$ cat config.mk
export PLATFORM = sky130hd
export DESIGN_NAME = bcd_to_binary
export DESIGN_NICKNAME = d
export VERILOG_FILES = /design/src/rtl/bcd_pkg.sv /design/src/rtl/bcd_digit_adjust.sv /design/src/rtl/bcd_to_binary.sv
export SDC_FILE = /design/constraint.sdc
export NUM_CORES = 1
export LEC_CHECK = 0
export ABC_AREA = 1
export CAP_MARGIN = 5
export CORE_MARGIN = 2
export CORE_UTILIZATION = 50
export DETAILED_ROUTE_END_ITERATION = 16
export GPL_TIMING_DRIVEN = 0
export HOLD_SLACK_MARGIN = 0.15
export PLACE_DENSITY = 0.74
export SYNTH_ARGS = -nofsm -noshare
export SYNTH_HDL_FRONTEND = slang
export SYNTH_SLANG_ARGS = --single-unit
$ cat constraint.sdc
create_clock -name clk -period 1.7 [get_ports clk]
set_input_delay 0.255 -clock clk [delete_from_list [all_inputs] [get_ports clk]]
set_output_delay 0.255 -clock clk [all_outputs]
set_load 0.005 [all_outputs]
$ cat src/rtl/bcd_pkg.sv
// -----------------------------------------------------------------------------
// bcd_pkg
// Shared constants and types for the BCD conversion blocks. The display-side
// converter (binary -> BCD) and the entry-side converter (BCD -> binary) both
// import this package.
//
// Contents:
//   DIGIT_W         width of one BCD digit
//   MAX_DIGIT       largest legal decimal digit value
//   ADJ_THRESH      reverse double-dabble: digits at or above this get adjusted
//   ADJ_SUB         amount subtracted from a digit that needs adjusting
//   DEF_NUM_DIGITS  default digit count of the converters
//   DEF_BIN_W       default binary width of the converters
//   state_t         converter FSM encoding (IDLE / CONVERT / DONE)
// -----------------------------------------------------------------------------
package bcd_pkg;

    localparam int         DIGIT_W        = 4;
    localparam logic [3:0] MAX_DIGIT      = 4'd9;
    localparam logic [3:0] ADJ_THRESH     = 4'd8;
    localparam logic [3:0] ADJ_SUB        = 4'd3;

    localparam int         DEF_NUM_DIGITS = 10;
    localparam int         DEF_BIN_W      = 32;

    typedef enum logic [1:0] {
        IDLE    = 2'd0,
        CONVERT = 2'd1,
        DONE    = 2'd2
    } state_t;

endpackage : bcd_pkg

$ cat src/rtl/bcd_digit_adjust.sv
// -----------------------------------------------------------------------------
// bcd_digit_adjust
// Per-digit correction step of reverse double-dabble. After the work register
// has been shifted right by one bit, a digit that picked up the weight-8 bit
// from its upper neighbour (value 10 in the digit above becomes 5 here, i.e.
// +8 instead of +5) is pulled back by 3.
//
// Ports:
//   d   in   4  shifted digit
//   q   out  4  corrected digit (d - 3 when d >= 8, else d)
//
// Inputs 8..15 map to 5..12, so the subtraction never underflows.
// -----------------------------------------------------------------------------
module bcd_digit_adjust
    import bcd_pkg::*;
(
    input  logic [3:0] d,
    output logic [3:0] q
);

    always_comb begin
        q = d;
        if (d >= ADJ_THRESH) begin
            q = d - ADJ_SUB;
        end
    end

endmodule : bcd_digit_adjust

$ cat src/rtl/bcd_to_binary.sv
// -----------------------------------------------------------------------------
// bcd_to_binary
// Sequential BCD-to-binary converter using reverse double-dabble, one result
// bit per clock. Takes NUM_DIGITS packed decimal digits from the digit-entry
// front end and hands an unsigned BIN_W-bit value to the operand path.
//
// Ports:
//   clk        in   1              system clock, rising edge
//   rst_n      in   1              asynchronous active-low reset
//   in_valid   in   1              bcd_in valid
//   in_ready   out  1              converter can accept (IDLE only)
//   bcd_in     in   4*NUM_DIGITS   packed digits, bcd_in[3:0] = units
//   out_valid  out  1              result valid, held until accepted
//   out_ready  in   1              consumer accepts result
//   bin_out    out  BIN_W          converted value
//   err_digit  out  1              an input digit was > 9; bin_out is 0
//   overflow   out  1              value >= 2^BIN_W; bin_out = value mod 2^BIN_W
//   state_dbg  out  2              current FSM state (state_t encoding)
//
// Handshake: a transfer happens on a rising edge where valid && ready are
// both high. The producer holds its payload stable while valid is high and
// not yet accepted; ready may depend on state only. in_ready is high only in
// IDLE and out_valid only in DONE, so an input is never taken in the same
// cycle a result is handed off.
//
// Latency: a legal input accepted at edge E0 shows out_valid after edge
// E(BIN_W); an input with a bad digit shows out_valid after E0+1.
// -----------------------------------------------------------------------------
module bcd_to_binary
    import bcd_pkg::*;
#(
    parameter int NUM_DIGITS = DEF_NUM_DIGITS,
    parameter int BIN_W      = DEF_BIN_W
) (
    input  logic                          clk,
    input  logic                          rst_n,
    input  logic                          in_valid,
    output logic                          in_ready,
    input  logic [DIGIT_W*NUM_DIGITS-1:0] bcd_in,
    output logic                          out_valid,
    input  logic                          out_ready,
    output logic [BIN_W-1:0]              bin_out,
    output logic                          err_digit,
    output logic                          overflow,
    output logic [1:0]                    state_dbg
);

    localparam int               BCD_W     = DIGIT_W * NUM_DIGITS;
    localparam int               CNT_W     = $clog2(BIN_W + 1);
    localparam logic [CNT_W-1:0] LAST_ITER = CNT_W'(BIN_W - 1);

    state_t             state;
    state_t             state_next;
    logic [CNT_W-1:0]   cnt;
    logic [BCD_W-1:0]   bcd_reg;
    logic [BIN_W-1:0]   bin_reg;

    logic               accept;
    logic               digit_bad;
    logic               last_iter;
    logic [BCD_W-1:0]   sh_bcd;
    logic [BIN_W-1:0]   sh_bin;
    logic [BCD_W-1:0]   adj_bcd;

    // ---------------------------------------------------------------------
    // Input digit screening
    // ---------------------------------------------------------------------
    always_comb begin
        digit_bad = 1'b0;
        for (int i = 0; i < NUM_DIGITS; i++) begin
            if (bcd_in[i*DIGIT_W +: DIGIT_W] > MAX_DIGIT) begin
                digit_bad = 1'b1;
            end
        end
    end

    assign accept    = in_valid && in_ready;
    assign last_iter = (cnt == LAST_ITER);

    // ---------------------------------------------------------------------
    // One reverse double-dabble step: shift {bcd_reg, bin_reg} right by one,
    // then correct every digit of the shifted BCD part.
    // ---------------------------------------------------------------------
    assign sh_bcd = {1'b0, bcd_reg[BCD_W-1:1]};
    assign sh_bin = {bcd_reg[0], bin_reg[BIN_W-1:1]};

    for (genvar g = 0; g < NUM_DIGITS; g++) begin : g_adj
        bcd_digit_adjust u_adj (
            .d (sh_bcd [g*DIGIT_W +: DIGIT_W]),
            .q (adj_bcd[g*DIGIT_W +: DIGIT_W])
        );
    end

    // ---------------------------------------------------------------------
    // FSM: state register
    // ---------------------------------------------------------------------
    always_ff @(posedge clk or negedge rst_n) begin
        if (!rst_n) begin
            state <= IDLE;
        end else begin
            state <= state_next;
        end
    end

    // ---------------------------------------------------------------------
    // FSM: next-state logic
    // ---------------------------------------------------------------------
    always_comb begin
        state_next = state;
        case (state)
            IDLE: begin
                if (accept) begin
                    state_next = digit_bad ? DONE : CONVERT;
                end
            end
            CONVERT: begin
                if (last_iter) begin
                    state_next = DONE;
                end
            end
            DONE: begin
                if (out_valid && out_ready) begin
                    state_next = IDLE;
                end
            end
            default: state_next = IDLE;
        endcase
    end

    // ---------------------------------------------------------------------
    // FSM: outputs
    // ---------------------------------------------------------------------
    always_comb begin
        in_ready  = 1'b0;
        out_valid = 1'b0;
        case (state)
            IDLE:    in_ready  = 1'b1;
            DONE:    out_valid = 1'b1;
            default: ;
        endcase
    end

    assign state_dbg = state;

    // ---------------------------------------------------------------------
    // Datapath: work register, iteration counter, result capture.
    // Result registers are only written when a conversion ends, so they
    // keep the last result after handoff.
    // ---------------------------------------------------------------------
    always_ff @(posedge clk or negedge rst_n) begin
        if (!rst_n) begin
            bcd_reg   <= '0;
            bin_reg   <= '0;
            cnt       <= '0;
            bin_out   <= '0;
            err_digit <= 1'b0;
            overflow  <= 1'b0;
        end else begin
            case (state)
                IDLE: begin
                    if (accept) begin
                        if (digit_bad) begin
                            bin_out   <= '0;
                            err_digit <= 1'b1;
                            overflow  <= 1'b0;
                        end else begin
                            bcd_reg <= bcd_in;
                            bin_reg <= '0;
                            cnt     <= '0;
                        end
                    end
                end
                CONVERT: begin
                    bcd_reg <= adj_bcd;
                    bin_reg <= sh_bin;
                    cnt     <= cnt + 1'b1;
                    if (last_iter) begin
                        // Whatever is left in the BCD part after BIN_W shifts
                        // is floor(value / 2^BIN_W); non-zero means it didn't fit.
                        bin_out   <= sh_bin;
                        overflow  <= |adj_bcd;
                        err_digit <= 1'b0;
                    end
                end
                default: ;
            endcase
        end
    end

endmodule : bcd_to_binary

======== After elaboration in Yosys (flattened, before gate mapping) ========
Cells that the tools add are included.
storage, ports and cells
  output and inout bits ................... 38
  input port bits ......................... 44
  bits in registers ....................... 114
  word-level logic and storage cells ...... 102
operators by class
  order comparisons ....................... 20
  muxes and demuxes ....................... 48
  reduce and logical (&&, ||, !) cells .... 8
  equality and inequality tests ........... 8
  add/sub/neg operators ................... 11
operators by type and width
  kind                   number
  $mux W32               5
  $pmux W32 S2           2
  $mux W40               2
  $pmux W40 S2           1
  $gt A4 B4 Y1 const B   10
  $mux W4                10
  $reduce_or A40 Y1      1
  $ge A4 B4 Y1 const B   9
  $sub A4 B2 Y4 const B  9
  $mux W1                18
  $mux W6                2
  $pmux W6 S2            1
  $ne A2 B2 Y1 const B   5
  $mux W2                4
  $add A6 B1 Y6 const B  1
  $eq A6 B5 Y1 const B   1
  $pmux W2 S3            1
  $reduce_and A3 Y1      2
  $ge A3 B4 Y1 const B   1
  $pmux W1 S2            2
  $reduce_and A4 Y1      1
  $sub A3 B2 Y4 const B  1
  $eq A2 B1 Y1 const B   1
  $eq A2 B2 Y1 const B   1
  3 further kinds        4

======== Longest topological paths before layout ========
Gate-level depths: netlist of the first run.
  word-level depth ........................ 14
  depth in mapped cells ................... 12
  gate-level depth less buffers ........... 12

======== Cells and area by module ========
Synthesis of the first run repeated with hierarchy kept, for this count alone.
second synthesis, totals
  cells, all modules ...................... 851
  area, all modules ....................... 6249.7 um^2
by module, submodules not included
  module            times used  cells each  area each (um^2)
  bcd_to_binary     1           691         5361.4
  bcd_digit_adjust  10          16          88.8

======== Worst setup path after synthesis of the first run ========
OpenSTA, ideal clock, no wires.
  path kind ............................... flip-flop to flip-flop
  start ................................... reg cnt[0]
  end ..................................... reg bin_out[16]
  path slack .............................. 0.183 ns
  clock period less this slack ............ 1.517 ns
  buffers on the path ..................... 1
  stages on the path, launching flop included .. 10
  library setup time ...................... 0.117 ns
  arrival ................................. 1.400 ns
  data required time ...................... 1.583 ns
  cell sequence ........................... dfrtp_1 -> ha_1 -> nand3_1 -> nor3_2 -> o21ai_2 -> nor2_4 -> nand2_2 -> buf_6 -> nand2_1 -> nand2_1
between the ends
  longest elaborated chain between the ends .. 3
RTL lines
  item                         line                  source
  start, declared              bcd_to_binary.sv:54   logic [CNT_W-1:0] cnt;
  start signal, assigned       bcd_to_binary.sv:176  cnt <= cnt + 1'b1;
  $eq A6 B5 Y1                 bcd_to_binary.sv:78   assign last_iter = (cnt == LAST_ITER);
  $ne A2 B2 Y1 (no line)       --
  $reduce_and A4 Y1 (no line)  --
  end signal, assigned         bcd_to_binary.sv:180  bin_out <= sh_bin;
  end, declared                bcd_to_binary.sv:42   output logic [BIN_W-1:0] bin_out,
Every way passes these cells.
A chain may end at the register's enable or synchronous reset.

======== Worst setup path in the final report of the first run ========
  start ................................... reg bcd_reg[13]
  end ..................................... reg overflow
between the ends
  longest elaborated chain between the ends .. 5
RTL lines
  item                                           line                                            source
  start, declared                                bcd_to_binary.sv:55                             logic [BCD_W-1:0] bcd_reg;
  start signal, assigned                         bcd_to_binary.sv:167                            bcd_reg <= bcd_in;
  start signal, assigned                         bcd_to_binary.sv:174                            bcd_reg <= adj_bcd;
  $sub A4 B2 Y4 or $ge A4 B4 Y1 (tied branches)  bcd_digit_adjust.sv:24, bcd_digit_adjust.sv:23
  $mux W4 (*)                                    bcd_digit_adjust.sv:23                          if (d >= ADJ_THRESH) begin
  $reduce_or A40 Y1 (*)                          bcd_to_binary.sv:181                            overflow <= |adj_bcd;
  $mux W1 (*)                                    bcd_to_binary.sv:177                            if (last_iter) begin
  $pmux W1 S2 (*)                                bcd_to_binary.sv:159                            case (state)
  end signal, assigned                           bcd_to_binary.sv:181
  end, declared                                  bcd_to_binary.sv:44                             output logic overflow,
Mark *: on every way between the ends. The rest lies on a longest branch, timed or not. The select of a mux whose other input is x is not followed.

==> summary.md, run 1 <==
| Metric | Value |
|---|---|
| DPL Wire Length | `11000 um` |
| Final hold violations | `0` |
| Pins over their slew limit | `0` |
| Most frequent CP cell | `nand2_1` |
| Worst path cell trace | `inv_1, ha_1, o21ai_0, nand2_1, nor2_1, nand2_1, nor2_1, nand2_1, nand2_1, nand2_1` |
| Die ar. | `12900 um2` |
| First-pass GRT wire length | `between 20000 and 30000 um` |
| Crit-path slowest cell | `dfrtp_2` |
| PwrDens | `around 1400 nW/um2` |
| Simple-gate area share of the yosys netlist | `between 30% and 40%` |
| Cell-internal power | `7170 uW` |
| Num ports | `~80` |
| Crit-path max FO | `5` |
| Share of the synthesized area in the top cell type | `46.9%` |
| Synthesized area | `6030 um2` |
| Gr usage total | `roughly 26%` |
| Routability cong. | `slightly below 0.9` |
| Adder-Cell Fraction of Synth Area | `around 3.9%` |
| Commonest cells post-synth | `nand2_1 (373), dfrtp_1 (113), nand3_1 (56)` |
| Max reg flops | `40` |
| Met1 usage | `between 30% and 40%` |
| Busiest grt layer | `met2` |
| Final period demand of the worst path | `~1.7 ns` |
| Worst skew pair latency | `0.42 ns` |
| Critical Path End Type | `flop` |
| Synth warn | `0` |
| Compound-cell area share of the yosys netlist | `5.77%` |
| Sequential area share after synthesis | `a little under half` |
| Met2 Usage GRT | `40.2%` |
| Setup violators final | `0` |
| Clock share of power | `between 30% and 40%` |
| Worst-margin pin slew | `0.532 ns` |
| Class of the worst hold path | `in2async` |
| Outcome | `finished, final reports clean` |
| Max Freq | `605 MHz` |
| Largest family of logic cells by synthesized area | `simple AND/OR/NAND/NOR gates` |
| Setup TNS Final | `0 ns` |
| Detailed-route DRC error count | `0` |
| Vias | `around 5.6k` |
| Core area | `between 10000 and 15000 um2` |
| Largest net degree at the start of global routing | `61` |
| WP data arrival | `approximately 2.0 ns` |
| P_sw | `4310 uW` |
| Startpoint Class | `flop` |
| Critical Path RT | `roughly 2 ns` |
| Final Routed Wirelength | `about 16000 um` |
| CTS sink count | `around 110` |
| Sw Share | `37.5%` |
| CTS tree | `yes` |
| DIE HEIGHT | `114 um` |
| Post-Syn Nets | `862` |
| Family with the most delay on the worst path | `simple AND/OR/NAND/NOR gates` |
| Worst path max stage delay | `0.41 ns` |
| MaxCap Viol Count | `0` |
| Most common cell in the netlist | `nand2_1` |
| Root Driver | `clkbuf_16` |
| Die width | `approximately 110 um` |
| Final #Nets | `roughly 990` |
| Gate power share | `35.3%` |
| Initial Util | `between 50% and 60%` |
| Clock skew | `roughly 0.0078 ns` |
| Clock buffer depth | `2` |
| VDD IR max | `0.712 mV` |
| FFs w/ async S/R, synth | `100%` |
| CP Class | `reg2reg` |
| #FFs+latches synth | `113` |
| Synth area leader | `dfrtp_1` |
| RSZ-0062 raised after global routing | `yes` |
| Worst-path clk slew | `about 0.050 ns` |
| Leak | `0.00420 uW` |
| Sequential share of power | `approximately a third` |
| Area after DPL | `between 7000 and 8000 um2` |
| Detailed Routing Iterations Pass 1 | `5` |
| Drt wl/cell | `around 15 um` |
| Multiplexer share of the synthesized area | `0%` |
| Fin crit share | `between 90% and 100%` |
| Synth area leaders | `dfrtp_1 (47%), nand2_1 (23%), nand3_1 (4.7%), nand3b_1 (4.1%), ha_1 (3.9%)` |
| Initial antenna violation count | `0` |
| Fillers | `between 900 and 1k` |
| IO buf count | `approximately 80` |
| M3 GR Usage | `5.05%` |
| GR Overflow Total | `0` |
| # diodes | `0` |
| Synthesized area per cell | `7.54 um2` |
| Rows | `40` |
| Worst rel slew slack | `~65%` |
| 1st-iter DRT viols | `403` |
| Mapped Cells | `799` |
| Fin area | `~8000 um2` |
| Vias in the first global route | `around 5.3k` |
| Crit path buf inv count | `1` |
| Avg Vias per Cell | `roughly 5.2` |
| Distinct cells, synth | `27` |
| Layout cells sized above 1 | `between 10% and 20%` |
| Number of buffers created by CTS | `17` |
| Number of synthesized flops with an enable pin | `0` |
| Area growth syn-to-layout | `32.4%` |
| Dominant synthesized flop cell | `dfrtp_1` |
| Final ANT Viol Nets | `0` |
| XOR/XNOR Fraction of Synth Area | `1.02%` |
| Htree depth | `4` |
==> path summary, 6_finish.rpt <==
path,startpoint,end,slack [ns],cells after the start
setup reg to reg,bcd_reg[13],overflow,0.05,10
min in group clk,out_ready,state_dbg[1],0.40,2
setup / recovery,bcd_reg[13],overflow,0.05,10
hold reg to reg,bin_out[7],bin_out[7],0.47,2
hold / removal,rst_n,bcd_reg[21],0.36,2
max in group asynchronous,rst_n,state_dbg[1],0.63,3
==> per-layer routing <==
metal  part of all wire (%)  vias up
li1                       -     2778
met1                     45     2644
met2                     47      163
met3                    5.4       31
met4                    2.5        0
met5                      0        -
==> worst reg2reg max path, delay by kind of cell, from the launching register on <==
family / cells / cell delay [ns]
AOI/OAI and AO/OA: 1 / 0.27
adders and majority gates: 1 / 0.27
buffers and inverters: 1 / 0.06
DFF: 1 / 0.41
and+or+nand+nor: 7 / 0.53
==> cell families (layout without fill, tap and decap cells) <==
group | Yosys count | after routing
AOI/OAI and AO/OA | 64 | 64
xor gates and xnor gates | 7 | 7
adders and majority gates | 19 | 19
buffers and inverters | 88 | 225
DFF | 113 | 113
and+or+nand+nor | 508 | 508
==> power by group through the flow <==
stage               Clock [uW]  Sequential, uW  Combinational [uW]
global placement             0            3770                3480
global route              3860            3800                4530
CTS                       3710            3730                3840
finish                    3700            3730                4050
detailed placement           0            3780                3580
floorplan                    0            3650                2550
==> layout make-up <==
cell class | instances | area, um2 | share of cell area, %
multi-input cells | 598 | 2890 | 36.2
plain buffers | 40 | 264 | 3.31
inverters | 48 | 183 | 2.29
well taps | 147 | 184 | 2.30
repair buffers | 105 | 1020 | 12.7
clock inverters | 11 | 154 | 1.93
clock buffers | 21 | 460 | 5.77
flip-flops and latches | 113 | 2830 | 35.5
==> metrics by stage <==
step / worst slack, ns / hold slack, ns / util (%) / cells / power, uW
after CTS: -0.0196 / 0.380 / 66.1 / 1081 / 11300
after detailed placement: -0.621 / 0.242 / 59.2 / 1028 / 7360
final: 0.0468 / 0.356 / 67.0 / 1083 / 11500
after global routing: -0.0496 / 0.410 / 67.0 / 1083 / 12200
after floorplan: 0.183 / -0.0406 / - / 799 / 6200
after global placement: -4.08 / 0.454 / 58.9 / 1027 / 7250
==> cell usage in the layout, fill, tap and decap left out, types with 10 or more instances in the layout <==
cell type,instances
nand2_1,370
dfrtp_1,109
clkdlybuf4s50_1,78
nand3_1,54
inv_1,45
nand3b_1,33
o21ai_0,32
nor2_1,31
buf_4,24
ha_1,18
clkbuf_16,17
buf_6,11
buf_2,10
==> what timing repair did <==
item                                   CTS  global route
cloned                                   1             0
gates resized for setup                 24            39
endpoints found under the hold margin   53             0
setup endpoints to repair              115            95
hold buffers                             1             0
pin swaps                                8            16
setup buffers                           19             3
(Power assumes the default switching activity.)
==> run 2: changes to the inputs <==
--- a/config.mk
+++ b/config.mk
@@ -13,6 +13,8 @@
 export GPL_TIMING_DRIVEN = 0
 export HOLD_SLACK_MARGIN = 0.15
 export PLACE_DENSITY = 0.74
+export SETUP_SLACK_MARGIN = 0.05
+export SKIP_CTS_REPAIR_TIMING = 1
 export SYNTH_ARGS = -nofsm -noshare
 export SYNTH_HDL_FRONTEND = slang
 export SYNTH_SLANG_ARGS = --single-unit
==> run 2 against run 1 <==
Against the previous run: the flow now finishes with violations (negative setup slack); wire length rose by 0.98%; critical path type unchanged; fmax shrank 6.4%; sequential power is essentially flat; critical endpoint is now bin_out[16]; non-clock buffer count is 4 lower.
==> summary.md, run 2 (same netlist as run 1, synthesis figures left out) <==
| Metric | Value |
|---|---|
| Setup ws final | `-0.0658 ns` |
| Initial Util | `50.6%` |
| # diodes | `0` |
| Detailed-route DRC error count | `0` |
| Fin crit share | `104%` |
| Root Driver | `clkbuf_16` |
| Setup violators final | `32` |
| Area of the multi-input gates | `around 2900 um2` |
| Core area | `11900 um2` |
| Gr usage total | `between 20% and 30%` |
| Detailed Routing Iterations Pass 1 | `5` |
| IO buf count | `just over 80` |
| Failing checks | `negative setup slack` |
| Area growth syn-to-layout | `32.4%` |
| Final hold violations | `0` |
| Worst hold slack | `approximately 0.3 ns` |
| 1st-iter DRT viols | `around 440` |
| P_sw | `4310 uW` |
| Avg Vias per Cell | `between 5 and 6` |
| Class of the worst hold path | `in2reg` |
| Total power | `approximately 12000 uW` |
| Leak | `around 0.0042 uW` |
| Drt wl/cell | `14.8 um` |
| First-pass GRT wire length | `around 25000 um` |
| Fin area | `7980 um2` |
| Cell-internal power | `about 7000 uW` |
| Register area | `2830 um2` |
| Most frequent cells in the layout | `nand2_1 (370), dfrtp_1 (111), clkdlybuf4s50_1 (76)` |
| Routability cong. | `0.875` |
| Vias in the first global route | `slightly above 5k` |
| Final #Nets | `around 1000` |
| Setup TNS Final | `-1.27 ns` |
| Max Freq | `~570 MHz` |
| Outcome | `finished with violations` |
| Die width | `approximately 110 um` |
| Crit-path max FO | `10` |
| DIE HEIGHT | `114 um` |
| Pins over their slew limit | `0` |
| Non-Filler Instances | `around 1.1k` |
| Max reg flops | `40` |
| Final Routed Wirelength | `15900 um` |
| Largest net degree at the start of global routing | `61` |
| Post-Place Cells | `1028` |
| CP Class | `reg2reg` |
| Num ports | `approximately 80` |
| DPL Wire Length | `approximately 11000 um` |
| GR Overflow Total | `0` |
| Vias | `approximately 5.6k` |
| Layout cells sized above 1 | `a little under an eighth` |
| Htree depth | `4` |
| Worst-margin pin slew | `0.536 ns` |
| Final ANT Viol Nets | `0` |
| Worst skew pair latency | `~0.42 ns` |
| Clock share of power | `about a third` |
| Sequential share of power | `approximately a third` |
| Startpoint Class | `flop` |
| PwrDens | `between 1000 and 1500 nW/um2` |
| Clock skew | `approximately 0.0073 ns` |
| Worst rel slew slack | `64.3%` |
| MaxCap Viol Count | `0` |
| Clock buffer depth | `2` |
| Worst-path clk slew | `0.06 ns` |
| Number of buffers created by CTS | `17` |
| Final period demand of the worst path | `approximately 1.8 ns` |
| Initial antenna violation count | `0` |
| Gate power share | `a little over a third` |
| Die ar. | `12900 um2` |
| Critical Path End Type | `flop` |
| CTS sink count | `between 100 and 150` |
| Sw Share | `about 37%` |
| Area after DPL | `about 7100 um2` |
| Critical Path RT | `2.00 ns` |
| RSZ-0062 raised after global routing | `yes` |
| WP data arrival | `about 2.1 ns` |
| Rows | `40` |
| VDD IR max | `~0.7 mV` |
| Fillers | `972` |
| Most common cell after layout, fill and taps aside | `nand2_1` |
| CTS tree | `yes` |
-- run 2: cell count changes in the layout (fill, tap and decap cells not counted), moves of 3 or more --
cell | previous run | this run
o21ai_1 | 5 | 8
clkbuf_2 | 6 | 3
buf_4 | 24 | 21
dlymetal6s2s_1 | 0 | 4
-- run 2: power by group through the flow --
stage / combinational (uW) / sequential [uW] / clock [uW]
after CTS: 3610 / 3740 / 3710
after global routing: 4540 / 3820 / 3860
after floorplan: 2550 / 3650 / 0
final: 4060 / 3740 / 3700
after detailed placement: 3580 / 3780 / 0
after global placement: 3480 / 3770 / 0
-- run 2: final cells by class --
type | count | area share (%)
Clock buffer | 21 | 5.77
Multi-Input combinational cell | 598 | 36.1
Clock inverter | 11 | 1.93
Sequential cell | 113 | 35.5
Tap cell | 147 | 2.31
Inverter | 48 | 2.29
Timing Repair Buffer | 101 | 12.6
Buffer | 40 | 3.53
-- run 2: critical path, cell delays in order (launching register included) --
cell and delay, ns:
dfrtp_1 0.41, ha_4 0.19, nand3_4 0.09, nor3_4 0.21, o21ai_2 0.10, nor2_4 0.23, nand2_4 0.13, buf_6 0.17
nand2_1 0.07, nand2_1 0.05
-- run 2: per-layer routing --
metal	vias up	share of wire [%]	track usage, %
li1	2777	-	-
met1	2649	44	35.1
met2	179	47	39.4
met3	36	5.6	4.36
met4	0	2.7	10.9
met5	-	0	0
-- run 2: final timing paths --
kind	from	end	slack, ns	depth (start not counted)
min	bcd_in[1]	bcd_reg[1]	0.30	5
max in group asynchronous	rst_n	state_dbg[1]	0.63	3
max	cnt[1]	bin_out[16]	-0.07	9
max reg2reg	cnt[1]	bin_out[16]	-0.07	9
min reg2reg	bin_out[7]	bin_out[7]	0.47	2
min in group asynchronous	rst_n	bcd_reg[22]	0.36	2
-- run 2: through the flow --
step	utilization (%)	setup slack, ns
3_3_place_gp	58.9	-4.08
4_1_cts	64.3	-0.336
2_1_floorplan	-	0.183
3_5_place_dp	59.2	-0.621
5_1_grt	67.0	-0.198
6_report	67.0	-0.0658
==> run 3: changes to the inputs <==
--- a/config.mk
+++ b/config.mk
@@ -7,8 +7,8 @@
 export LEC_CHECK = 0
 export ABC_AREA = 1
 export CAP_MARGIN = 5
-export CORE_MARGIN = 2
 export CORE_UTILIZATION = 50
+export CTS_CLUSTER_SIZE = 10
 export DETAILED_ROUTE_END_ITERATION = 16
 export GPL_TIMING_DRIVEN = 0
 export HOLD_SLACK_MARGIN = 0.15
@@ -18,3 +18,4 @@
 export SYNTH_ARGS = -nofsm -noshare
 export SYNTH_HDL_FRONTEND = slang
 export SYNTH_SLANG_ARGS = --single-unit
+export TNS_END_PERCENT = 30
==> run 3 against run 2 <==
Against the previous run: the flow finishes with violations (design-rule violations, negative setup slack); register-to-register slack got worse by 0.02 ns; critical endpoint is now bin_out[19]; clock power barely moved; fmax fell by 1.2%; sequential share of layout area fell by 0.59 points; core utilization rose by 3.2 points.
==> summary.md, run 3 (same netlist as run 1, synthesis figures left out) <==
| Metric | Value |
|---|---|
| Outcome | `finished with violations` |
| Failing checks | `design-rule violations, negative setup slack` |
| Number of buffers created by CTS | `17` |
| CP Class | `reg2reg` |
| CP Depth | `10` |
| CTS sink count | `approximately 110` |
| Clock skew | `0.00395 ns` |
| Worst path cell trace | `ha_4, nand3_4, nor3_4, o21ai_2, nor2_4, buf_12, nand2_8, clkbuf_16, nand2_1, nand2_1` |
| 1st-iter DRT viols | `580` |
| Max Freq | `~560 MHz` |
| Most frequent cells in the layout | `nand2_1 (354), dfrtp_1 (111), clkdlybuf4s50_1 (74)` |
| Die width | `approximately 110 um` |
| Family with the most delay on the worst path | `simple AND/OR/NAND/NOR gates` |
| Clock buffer depth | `2` |
| WP data arrival | `around 2.1 ns` |
| Class of the worst hold path | `in2reg` |
| Vias | `between 5k and 6k` |
| Initial Util | `52.1%` |
| Worst rel slew slack | `56.1%` |
| IO buf count | `81` |
| Post-Place Cells | `1024` |
| Layout cells sized above 1 | `a little over an eighth` |
| Setup violators final | `34` |
| Fin crit share | `105%` |
| DIE HEIGHT | `approximately 110 um` |
| Crit path buf inv count | `2` |
| Flop-to-flop setup slack | `-0.09 ns` |
| Largest net degree at the start of global routing | `67` |
| CTS tree | `yes` |
| Final hold violations | `0` |
| Pins over their slew limit | `0` |
| Worst r2r path cells | `10` |
| Area after DPL | `~7000 um2` |
| Most frequent CP cell | `nand2_1` |
| Avg Vias per Cell | `about 5.4` |
| Most common cell after layout, fill and taps aside | `nand2_1` |
| Critical Path End Type | `flop` |
| # diodes | `0` |
| Worst r2r src | `cnt[1]` |
| Detailed Routing Iterations Pass 1 | `13` |
| Startpoint Class | `flop` |
| MaxCap Viol Count | `0` |
| Critical Path RT | `roughly 2.0 ns` |
| Area growth syn-to-layout | `34.6%` |
| Setup crit end | `bin_out[19]` |
| Gr usage total | `a little over a quarter` |
| VDD IR max | `about 1.0 mV` |
| First-pass GRT wire length | `~27000 um` |
| Crit-path max FO | `6` |
| Worst skew pair latency | `roughly 0.42 ns` |
| Routability cong. | `between 0.9 and 1` |
| Crit. Startpoint | `cnt[1]` |
| Leak | `between 0.004 and 0.005 uW` |
| Reg2reg end | `bin_out[19]` |
| Detailed-route DRC error count | `5` |
| Final Routed Wirelength | `~17000 um` |
| Initial antenna violation count | `0` |
| Core area | `between 10000 and 15000 um2` |
| Root Driver | `clkbuf_16` |
| Die ar. | `~12000 um2` |
| Max reg flops | `40` |
| Htree depth | `4` |
| Final ANT Viol Nets | `0` |
| Worst path max stage delay | `roughly 0.4 ns` |
| Crit-path slowest cell | `dfrtp_1` |
| GR Overflow Total | `0` |
| Rows | `39` |
| Setup ws final | `-0.0877 ns` |
| RSZ-0062 raised after global routing | `yes` |
| Worst-path clk slew | `0.05 ns` |
| Worst-margin pin slew | `0.658 ns` |
| Final #Nets | `~990` |
| Final period demand of the worst path | `approximately 1.8 ns` |
| DPL Wire Length | `11300 um` |
| Non-Filler Instances | `between 1k and 1.5k` |
| Fin area | `slightly above 8000 um2` |
| Drt wl/cell | `about 16 um` |
| Vias in the first global route | `5565` |
| Num ports | `between 80 and 90` |
| PwrDens | `1470 nW/um2` |
run 3: cell count changes in the layout (fill, tap and decap cells not counted), sizes merged:
cell,previous run,this run
dlymetal6s2s,4,6
clkinv,4,2
clkdlybuf4s50,76,74
clkbuf,37,40
bufinv,3,4
buf,44,46
inv,50,48
clkinvlp,2,0
nand2,375,376
run 3: how the worst min path moves through the flow:
| stage | cells after the start | end | start |
|---|---|---|---|
| floorplan | 0 | bcd_reg[0] | rst_n |
| global placement | 2 | bin_reg[22] | bin_reg[22] |
| detailed placement | 1 | bcd_reg[11] | rst_n |
| CTS | 1 | bcd_reg[11] | rst_n |
| global route | 5 | bcd_reg[9] | bcd_in[9] |
| finish | 5 | bcd_reg[9] | bcd_in[9] |
run 3: report_power, final:
part           internal, uW  switching, uW
Clock                  2510           1210
Sequential             3210            571
Combinational          1760           2630
run 3: layout make-up:
type	instances	area, um2
buffer	40	290
clock buffer	24	472
clock inverter	6	130
fill	887	3450
inverter	48	185
multi-input combinational	599	2960
sequential	113	2830
tap	143	179
timing repair buffer	103	1070
run 3: per-layer routing:
layer | vias up | share of wire [%] | track usage, %
li1 | 2772 | - | -
met1 | 2787 | 42 | 36.3
met2 | 257 | 48 | 44.7
met3 | 35 | 7.6 | 4.90
met4 | 0 | 2.0 | 10.3
met5 | - | 0 | 0
run 3: through the flow:
step	hold slack, ns	total power, uW	TNS (ns)	setup slack [ns]	utilization (%)
CTS	-0.104	11100	-11.16	-0.326	66.1
global route	0.366	12600	-5.67	-0.196	70.2
floorplan	-0.0406	6200	0	0.183	-
finish	0.280	11900	-1.74	-0.0877	70.2
global placement	0.454	7210	-501.33	-3.97	60.7
detailed placement	0.325	7380	-57.13	-0.576	60.9
run 3: worst register-to-register path, stage by stage, from the launching register on:
cell,delay (ns)
dfrtp_1,0.41
ha_4,0.19
nand3_4,0.09
nor3_4,0.22
o21ai_2,0.11
nor2_4,0.15
buf_12,0.14
nand2_8,0.09
clkbuf_16,0.17
nand2_1,0.06
nand2_1,0.05
==> edit 1, RTL diff (settings of run 2) <==
Reset style: synchronous (`rst_n`), changed in 2 clocked blocks. Comments in the files are not updated.
--- a/src/rtl/bcd_to_binary.sv
+++ b/src/rtl/bcd_to_binary.sv
@@ -96,3 +96,3 @@
     // ---------------------------------------------------------------------
-    always_ff @(posedge clk or negedge rst_n) begin
+    always_ff @(posedge clk) begin
         if (!rst_n) begin
@@ -149,3 +149,3 @@
     // ---------------------------------------------------------------------
-    always_ff @(posedge clk or negedge rst_n) begin
+    always_ff @(posedge clk) begin
         if (!rst_n) begin
Behaviour: differs if rst_n is asserted again (counterexample within 4 cycles, from zero or initial values and one cycle with rst_n low); with rst_n held inactive, the same outputs for 10 cycles.
==> edit 1 against run 2 <==
- the run still ends with setup timing left
- sequential cell count unchanged
- cell area down 0.13%
- die area is 5.7% lower
- routed wire length up 8.5%
- setup slack got worse by 0.053 ns
- area after synthesis decreased by 5.9%
- critical path type unchanged
- largest cell class unchanged
- highest routed layer unchanged
Power is not compared: it rests on default switching activity, and its combinational part moved more than twofold at a synthesized area within 25%.
==> edit 1: results (changes against run 2) <==
Drt
  • Initial DRC count: 474 (was 439)
  • Vias per cell: 5.26 (was 5.23)
  • Routed WL: 17300 um (was 15900 um)
  • Met1 WL: 7630 um (was 7080 um)

Cells and area
  • Share of layout cells above drive strength 1: 18.8% (was 11.6%)
  • Final net count: 1061 (was 982)

Placement
  • Port Buffer Count: 80 (was 81)
  • Post-Place Worst Slack: -0.777 ns (was -0.621 ns)

STA
  • Fin Clk Skew: 0.00532 ns (was 0.00726 ns)
  • Slew headroom: 58.4% (was 64.3%)
  • Final worst setup slack: -0.119 ns (was -0.0658 ns)
  • Final setup violating endpoints: 34 (was 32)

Setup path
  • Slowest CP cell: dfxtp_2 (was dfrtp_1)
  • Crit-path max cell delay: 0.37 ns (was 0.41 ns)
  • CP max FO: 7 (was 10)
  • Arrival time at the worst endpoint: 2.12 ns (was 2.07 ns)

GRT
  • Tot GR Track Use: 26.9% (was 25.3%)
  • Met1 usage: 36.2% (was 35.1%)
  • Vias in the first global route: 5494 (was 5185)
  • Largest net degree at the start of global routing: 17 (was 61)

Yosys
  • Synth top area cells: dfxtp_1 (40%), nand2_1 (20%), a21oi_1 (11%) (was dfrtp_1 (47%), nand2_1 (23%), nand3_1 (4.7%))
  • Most common library cells after synthesis: nand2_1 (298), a21oi_1 (128), dfxtp_1 (113) (was nand2_1 (373), dfrtp_1 (113), nand3_1 (56))
  • Multiplexer share of the synthesized area: 0.353% (was 0%)
  • Sequential share of the synthesized area: 39.9% (was 46.9%)
  • Ys async rst share: 0% (was 100%)
  • Syn_nets: 941 (was 862)

Outcome
  • Failing checks: setup timing (unchanged)
  • Outcome: finished, violations left (unchanged)
## edit 1: worst min-delay path: stages
cell	delay, ns
dlymetal6s2s_1	0.16
nand2_1	0.08
nand2_1	0.05
nand3_1	0.07
a21oi_1	0.06
## edit 1: cell type report
class / instances / area share (%)
multi-input combinational: 638 / 40.2
sequential: 113 / 28.9
timing repair buffer: 101 / 13.3
clock buffer: 19 / 5.56
inverter: 81 / 3.97
buffer: 46 / 3.86
tap: 140 / 2.20
clock inverter: 13 / 2.03
## edit 1: stage by stage
step	cells	TNS (ns)	instance area (um^2)	total power (uW)
floorplan	878	0	5680	3680
global placement	1098	-65.68	6650	4200
detailed placement	1098	-69.65	6650	4210
CTS	1130	-31.30	7260	7850
global route	1151	-5.38	7970	8450
finish	1151	-2.97	7970	8140
## edit 1: final timing paths
| check | startpoint | end | slack [ns] | cells past startpoint |
|---|---|---|---|---|
| max | cnt[1] | bin_out[31] | -0.12 | 11 |
| max reg2reg | cnt[1] | bin_out[31] | -0.12 | 11 |
| min | bcd_in[26] | bcd_reg[26] | 0.29 | 5 |
| min reg2reg | bin_reg[2] | bin_reg[2] | 0.46 | 2 |
## edit 1: where the power goes
| group | internal, uW | switching (uW) | leakage [uW] |
|---|---|---|---|
| Combinational | 708 | 847 | 0.00230 |
| Sequential | 2810 | 114 | 0.000931 |
| Clock | 2340 | 1320 | 0.000297 |
| Total | 5860 | 2290 | 0.00353 |
## edit 1: logic make-up after synthesis
family / count (synthesis)
adder cells (fa/ha/maj): 19
AO/OA/AOI/OAI: 162
AND/OR/NAND/NOR: 455
multiplexers: 2
flip-flops: 113
buffers and inverters: 127
==> edit 2, RTL diff (flow settings as in run 2) <==
Without the edit above. Set the package constant `DEF_NUM_DIGITS` to 5 (it was 10).
--- a/src/rtl/bcd_pkg.sv
+++ b/src/rtl/bcd_pkg.sv
@@ -22,3 +22,3 @@
 
-    localparam int         DEF_NUM_DIGITS = 10;
+    localparam int         DEF_NUM_DIGITS = 5;
     localparam int         DEF_BIN_W      = 32;
Interface: changed (resized bcd_in); port bits go from 82 to 62. The function was not compared with the original's and may differ.
==> edit 2 against run 2 <==
- the flow still finishes with violations (setup timing)
- power shrank 37%
- routed wire length is 35% lower
- critical endpoint is now in_ready
- die area shrank 24%
- sequential share of layout area grew 3.8 points
- setup slack improved by 0.030 ns
- sequential cell count fell by 20
- cell area down 26%
- area after synthesis down 25%
- critical path depth shrank 7
==> edit 2: results (changes against run 2) <==
Setup path
  • Arrival time at the worst endpoint: 1.48 ns (was 2.07 ns)
  • RR Endpoint: bin_out[14] (was bin_out[16])
  • Slowest CP cell: clkdlybuf4s50_1 (was dfrtp_1)
  • Crit path to: in_ready (was bin_out[16])
  • Reg2Reg Launch Point: cnt[0] (was cnt[1])
  • Crit path from: state_dbg[0] (was cnt[1])
  • Crit-path max cell delay: 0.52 ns (was 0.41 ns)
  • Worst reg2reg setup slack: 0.04 ns (was -0.07 ns)

Outcome
  • Failing checks: setup timing (unchanged)
  • Outcome: finished, violations left (unchanged)

Placement
  • Placer Congestion: 0.837 (was 0.875)
  • Placed cells: 737 (was 1028)
  • Post-Place Worst Slack: -0.267 ns (was -0.621 ns)
  • DP HPWL: 7120 um (was 11000 um)
  • Placed cell area: 0.00528 mm^2 (was 0.00705 mm^2)
  • Port Buffer Count: 61 (was 81)

Drt
  • Routed WL: 10400 um (was 15900 um)
  • WL met2: 4880 um (was 7520 um)
  • Met1 WL: 4880 um (was 7080 um)
  • Vias: 3934 (was 5641)
  • WL met3: 479 um (was 884 um)

Yosys
  • Yosys cell types: 31 (was 27)
  • Most common library cells after synthesis: nand2_1 (288), dfrtp_1 (93), nand3b_1 (32) (was nand2_1 (373), dfrtp_1 (113), nand3_1 (56))
  • Ys async rst share: 100% (unchanged)
  • Post-Synthesis Cells: 567 (was 799)
  • Synth top area cells: dfrtp_1 (52%), nand2_1 (24%), nand3b_1 (5.3%) (was dfrtp_1 (47%), nand2_1 (23%), nand3_1 (4.7%))
  • Syn_nets: 600 (was 862)
  • Sequential share of the synthesized area: 51.6% (was 46.9%)
  • Post-Syn Area: 0.00451 mm^2 (was 0.00603 mm^2)

Pwr
  • Register share of total power: 39.2% (was 32.5%)
  • Pint: 4460 uW (was 7200 uW)
  • Clk. pwr: 1480 uW (was 3700 uW)
  • PD cells: 1220 mW/mm^2 (was 1440 mW/mm^2)
  • Maximum VDD drop: 0.636 mV (was 0.703 mV)

Cells and area
  • Post-route insts no fill: 775 (was 1079)
  • Max FFs per register: 32 (was 40)
  • Share of layout cells above drive strength 1: 18.3% (was 11.6%)

STA
  • Hold Slack: 0.331 ns (was 0.305 ns)
  • Fin Clk Skew: 0.0185 ns (was 0.00726 ns)
  • Final worst setup slack: -0.0356 ns (was -0.0658 ns)
  • Final setup violating endpoints: 1 (was 32)

Clocking
  • Number of buffers created by CTS: 9 (was 17)
  • H-tree depth: 3 (was 4)
  • Reg clk slew, reported paths: 0.09 ns (was 0.06 ns)
  • CTS root buf: clkbuf_8 (was clkbuf_16)

GRT
  • First-pass GRT wire length: 16900 um (was 25500 um)
  • Tot GR Track Use: 21.3% (was 25.3%)
  • Met1 usage: 30.3% (was 35.1%)
  • Grt met3 use: 2.91% (was 4.36%)
  • Vias in the first global route: 3688 (was 5185)
==> edit 2: cell count changes in the layout (fill, tap and decap cells not counted), sizes merged, moves of 5 or more <==
cell                  run 2  this run
nand2                   375       291
xnor2                     7         1
a31oi                     6         1
buf                      44        36
dfrtp                   113        93
inv                      50        29
ha                       19         9
nor2                     35        15
clkbuf                   37        23
clkdlybuf4s50            76        58
o21ai                    45        25
nand3                    56        31
==> edit 2: final cells by class <==
type                            count  area share [%]
Sequential cell                    93            39.2
Multi-Input combinational cell    419            35.4
Timing Repair Buffer               84            14.5
Buffer                             27            3.39
Tap cell                          108            2.28
Clock buffer                        9            2.09
Inverter                           29            1.90
Clock inverter                      6            1.22
==> edit 2: cells by family after synthesis <==
kind of cell / synth area share (%)
simple gates: 35.7
flops: 51.6
buf+inv: 5.88
compound gates: 4.11
fa+ha+maj: 2.50
xor+xnor: 0.194
